**config.mk**
```make
export PLATFORM = sky130hd
export DESIGN_NAME = p405s_dcu_dataoutseq
export DESIGN_NICKNAME = d
export VERILOG_FILES = /design/src/rtl/p405s_dcu_dataoutseq.sv
export SDC_FILE = /design/constraint.sdc
export NUM_CORES = 1
export LEC_CHECK = 0
export CORE_MARGIN = 5
export CORE_UTILIZATION = 40
export CTS_CLUSTER_SIZE = 40
export DETAILED_ROUTE_END_ITERATION = 16
export PLACE_DENSITY = 0.73
export SLEW_MARGIN = 5
export SYNTH_ARGS = -nofsm -noshare
export SYNTH_HDL_FRONTEND = slang
export SYNTH_SLANG_ARGS = --single-unit
```
**constraint.sdc**
```tcl
create_clock -name cb -period 1.7 [get_ports cb]
set_clock_uncertainty 0.05 [all_clocks]
set_input_delay 0.34 -clock cb [delete_from_list [all_inputs] [get_ports cb]]
set_output_delay 0.34 -clock cb [all_outputs]
set_load 0.05 [all_outputs]
```
**src/rtl/p405s_dcu_dataoutseq.sv**
```systemverilog
// Byte-lane select sequencer for the DCU data-out bypass mux: arbitrates fill bypass,
// hit loads (one or two beats) and dcread tag reads onto four registered 2-bit selects.
module p405s_dcu_dataoutseq #(
  parameter int unsigned TAG_RD_LAT = 2
) (
  input  logic       cb,
  input  logic       core_reset,
  input  logic       fill_byp,
  input  logic [3:0] fill_byp_byte_en,
  input  logic       ld_req,
  input  logic [1:0] ld_src1,
  input  logic [3:0] ld_byte_en1,
  input  logic       ld_span,
  input  logic [1:0] ld_src2,
  input  logic [3:0] ld_byte_en2,
  input  logic       tag_rd_req,
  output logic       ld_ack,
  output logic       tag_rd_ack,
  output logic [1:0] dout_mux_sel_byte0,
  output logic [1:0] dout_mux_sel_byte1,
  output logic [1:0] dout_mux_sel_byte2,
  output logic [1:0] dout_mux_sel_byte3,
  output logic [3:0] data_byte_val,
  output logic       data_last,
  output logic       seq_busy
);

  // state    | meaning
  // IDLE     | no transfer in flight; loads and tag reads may be accepted
  // BEAT2    | beat 1 of a spanning load sent; beat 2 goes out next free cycle
  // TAG_WAIT | tag read accepted; counting down until tag data reaches the mux
  typedef enum logic [1:0] {IDLE, BEAT2, TAG_WAIT} state_t;

  // The counter holds the wait cycles left before the tag beat is registered,
  // so a value of 0 means the tag beat goes out on this edge.
  localparam logic [2:0] TAG_LOAD = (TAG_RD_LAT > 1) ? 3'(TAG_RD_LAT - 2) : 3'd0;

  state_t          state;
  logic [3:0][1:0] sel;
  logic [1:0]      src2_q;
  logic [3:0]      en2_q;
  logic [2:0]      tag_cnt;

  // Byte-enable bit 3 is lane 0 (big-endian lane numbering).
  function automatic logic [3:0][1:0] steer(input logic [3:0][1:0] cur,
                                            input logic [3:0] en,
                                            input logic [1:0] src);
    logic [3:0][1:0] r;
    r = cur;
    for (int lane = 0; lane < 4; lane++)
      if (en[3-lane]) r[lane] = src;
    return r;
  endfunction

  function automatic logic [1:0] norm_src(input logic [1:0] s);
    return (s == 2'b10) ? 2'b10 : 2'b00;
  endfunction

  assign ld_ack     = !core_reset && !fill_byp && (state == IDLE) && ld_req;
  assign tag_rd_ack = !core_reset && !fill_byp && (state == IDLE) && !ld_req && tag_rd_req;
  assign seq_busy   = (state != IDLE);

  assign dout_mux_sel_byte0 = sel[0];
  assign dout_mux_sel_byte1 = sel[1];
  assign dout_mux_sel_byte2 = sel[2];
  assign dout_mux_sel_byte3 = sel[3];

  always_ff @(posedge cb) begin
    if (core_reset) begin
      state         <= IDLE;
      sel           <= '0;
      data_byte_val <= '0;
      data_last     <= 1'b0;
      src2_q        <= '0;
      en2_q         <= '0;
      tag_cnt       <= '0;
    end else begin
      data_byte_val <= '0;
      data_last     <= 1'b0;
      if (fill_byp) begin
        // Fill preempts everything; whatever was in flight simply holds.
        sel           <= steer(sel, fill_byp_byte_en, 2'b01);
        data_byte_val <= fill_byp_byte_en;
        data_last     <= 1'b1;
      end else begin
        case (state)
          BEAT2: begin
            sel           <= steer(sel, en2_q, src2_q);
            data_byte_val <= en2_q;
            data_last     <= 1'b1;
            state         <= IDLE;
          end
          TAG_WAIT: begin
            if (tag_cnt == 3'd0) begin
              sel           <= {4{2'b11}};
              data_byte_val <= 4'hF;
              data_last     <= 1'b1;
              state         <= IDLE;
            end else begin
              tag_cnt <= tag_cnt - 3'd1;
            end
          end
          default: begin
            if (ld_req) begin
              sel           <= steer(sel, ld_byte_en1, norm_src(ld_src1));
              data_byte_val <= ld_byte_en1;
              data_last     <= !ld_span;
              if (ld_span) begin
                src2_q <= norm_src(ld_src2);
                en2_q  <= ld_byte_en2;
                state  <= BEAT2;
              end
            end else if (tag_rd_req) begin
              if (TAG_RD_LAT == 1) begin
                sel           <= {4{2'b11}};
                data_byte_val <= 4'hF;
                data_last     <= 1'b1;
              end else begin
                tag_cnt <= TAG_LOAD;
                state   <= TAG_WAIT;
              end
            end
          end
        endcase
      end
    end
  end

  a_ld_lanes_disjoint: assert property (@(posedge cb) disable iff (core_reset)
    (ld_ack && ld_span) |-> ((ld_byte_en1 & ld_byte_en2) == 4'b0000));

endmodule

```
==> results_dict.tcl <==
set metrics [dict create \
    grt_use_total_pct 16.9 \
    cts.clk_slew.worst_paths_ns 0.13 \
    max_cap_violations 0 \
    pin_count 38 \
    peakVddDrop_v 0.000424 \
    rsz0062_at_grt "true" \
    viasPerCell 5.37 \
    critPathKind "reg -> reg" \
    fin_tns_setup_ns 0 \
    finalCriticalPeriod_ns 1.64 \
    ctsHtreeMaxLevel 1 \
    cts_tree "yes" \
    cts_buffers 3 \
    drive_gt1_share_pct 33.3 \
    finalSetupViolations 0 \
    clk_latency_ns 0.31 \
    first_pass_iters 4 \
    hold_path.class "reg -> reg" \
    start_kind "flip-flop" \
    reg2reg_slack_ns 0.06 \
    fin_area_um2 1900 \
    antenna_left 0 \
    overflow 0 \
    status "completed" \
    cts_hold_buf 0 \
    fp.dieH_um 64.9 \
    dp_hpwl_um 2600 \
    drcViolationCount 0 \
    worst_pin_slew_ns 0.428 \
    maxSlewHeadroom_pct 71.3 \
    min_period_over_period_pct 96.5 \
    routed_wl_um 3530 \
    drtIter0Drc 55 \
    p_leak_nw 0.819 \
    synth_cell_type_count 32 \
    initial_core_util_pct 40.5 \
    die_w_um 64.9 \
    wl_per_cell_um 15.3 \
    yosysWarnings 0 \
    ctsLongestPathBuffers 2 \
    grt_pass1_vias 1263 \
    cts-root-buf "clkbuf_4" \
    power_density_nw_per_um2 744 \
    slew_violations 0 \
    utilization_pct 63.7 \
    netlist_area_um2 1200 \
    finalNetCount 226 \
    hold_viol 0 \
    fill_cells 234 \
    fp.coreArea_um2 2980 \
    grt_start_max_net_pins 13 \
    routed-via-count 1241 \
    arrival_ns 1.81 \
    synth-seq-cells 23 \
    avgSynthCellArea_um2 8.61 \
    port-buffer-count 37 \
    placed_cell_area_um2 1710 \
    grt_pass1_wl_um 5610 \
    diodes 0 \
    syn-num-nets 167 \
    postSynthCellCount 140 \
    required_ns 1.87 \
    endpoint_kind "flip-flop" \
    area_delta_synth_final_pct 57.5 \
    critPathMaxFanout 5 \
    seq_area_um2 463 \
    fp.dieArea_um2 4210 \
    rows 20 \
    antenna_found_initial 0 \
    multi_input_area_um2 729 \
    max_freq_mhz 610 \
    yosysSeqAreaShare_pct 38.2 \
    clock-sinks 23 \
    gp_congestion 0.833 \
]
## power breakdown
group          total, mW  switching [mW]  internal [mW]
clock              0.252           0.161         0.0917
sequential         0.590          0.0163          0.574
combinational      0.570           0.309          0.261
## final timing paths
kind | startpoint | end | cells past startpoint
max reg2reg | state[0] | dout_mux_sel_byte3[0] | 7
max | state[0] | dout_mux_sel_byte3[0] | 7
min | dout_mux_sel_byte2[0] | dout_mux_sel_byte2[0] | 2
min reg2reg | dout_mux_sel_byte2[0] | dout_mux_sel_byte2[0] | 2
## sequential cells by signal, summed over array words and instances (netlist names)
| name | cells |
|---|---|
| tag_cnt | 3 |
| data_byte_val | 4 |
| dout_mux_sel_byte1 | 2 |
| dout_mux_sel_byte2 | 2 |
| dout_mux_sel_byte0 | 2 |
| en2_q | 4 |
| state | 2 |
| src2_q | 1 |
| dout_mux_sel_byte3 | 2 |
| data_last | 1 |
## critical path: stages (launching register included)
cell	delay (ns)
dfxtp_2	0.36
inv_2	0.05
ha_4	0.28
buf_12	0.10
a21oi_1	0.04
o31ai_1	0.24
nand2_1	0.14
a221oi_2	0.27
## per-stage QoR
| stage | setup slack, ns | total power [mW] | instances | hold WS (ns) |
|---|---|---|---|---|
| 3_5_place_dp | -0.173 | 1.09 | 221 | 0.426 |
| 5_1_grt | -0.0522 | 1.49 | 231 | 0.464 |
| 6_report | 0.0597 | 1.41 | 231 | 0.435 |
| 4_1_cts | 0.0141 | 1.36 | 227 | 0.443 |
| 3_3_place_gp | -0.109 | 1.08 | 221 | 0.409 |
| 2_1_floorplan | 0.0447 | 0.884 | 140 | 0.396 |
## cells in the final DEF (no fill, tap or decap), types with 5 or more instances in the layout
master	count
buf_4	35
dfxtp_1	21
clkdlybuf4s50_1	17
a21oi_1	16
inv_1	12
nand2_1	11
nor2_1	8
mux2i_1	7
nor2b_1	5
o31ai_1	5
## layer usage
layer | vias up | share of wire, % | track usage, %
met4 | 0 | 1.6 | 6.33
li1 | 620 | - | -
met3 | 5 | 6.0 | 3.29
met2 | 45 | 50 | 28.9
met5 | - | 0 | 0
met1 | 571 | 42 | 20.9
## cells by family after synthesis
| family | Yosys count | share of synthesized area [%] |
|---|---|---|
| and+or+nand+nor | 45 | 20.0 |
| AOI/OAI and AO/OA | 37 | 22.1 |
| buffers and inverters | 23 | 8.62 |
| DFF | 23 | 38.2 |
| muxes | 7 | 5.82 |
| adders and majority gates | 5 | 5.19 |
## area by class of cell
cell class / count / area share [%]
repair buffers: 63 / 30.9
well taps: 33 / 2.18
flip-flops and latches: 23 / 24.4
inverters: 14 / 2.77
clock buffers: 4 / 1.38
multi-input cells: 94 / 38.4
## synthesized netlist by cell type
cell type,count,area share (%)
nand4_1,1,0.52
nor4b_1,1,0.73
nand2b_1,3,1.6
nor2b_1,6,3.1
a221o_1,1,0.83
mux2i_1,7,5.8
clkbuf_1,2,0.62
nor4bb_1,1,0.83
dfxtp_1,23,38
a221oi_2,1,1.2
o21ai_0,1,0.41
o32ai_1,4,2.9
a221oi_1,4,2.9
buf_6,1,0.93
or2_4,1,0.73
nor2b_2,1,0.73
and3_1,2,1.0
buf_4,1,0.62
buf_2,5,2.1
a32o_2,2,1.9
ha_1,5,5.2
nand3_1,3,1.2
nand3b_1,2,1.2
o2111a_1,1,0.93
nand4b_1,1,0.73
nor2_1,8,2.5
o31ai_1,5,3.1
nor3_1,4,1.7
a21oi_1,17,7.1
inv_1,14,4.4
nand2_1,11,3.4
a32o_1,1,0.83
## timing repair
action,CTS,global route
buffers inserted,2,4
endpoints found under the setup margin,14,16
pin swaps,2,8
cloned,0,0
resized for setup,13,16
Note: power is estimated with default switching activity, not from simulation.
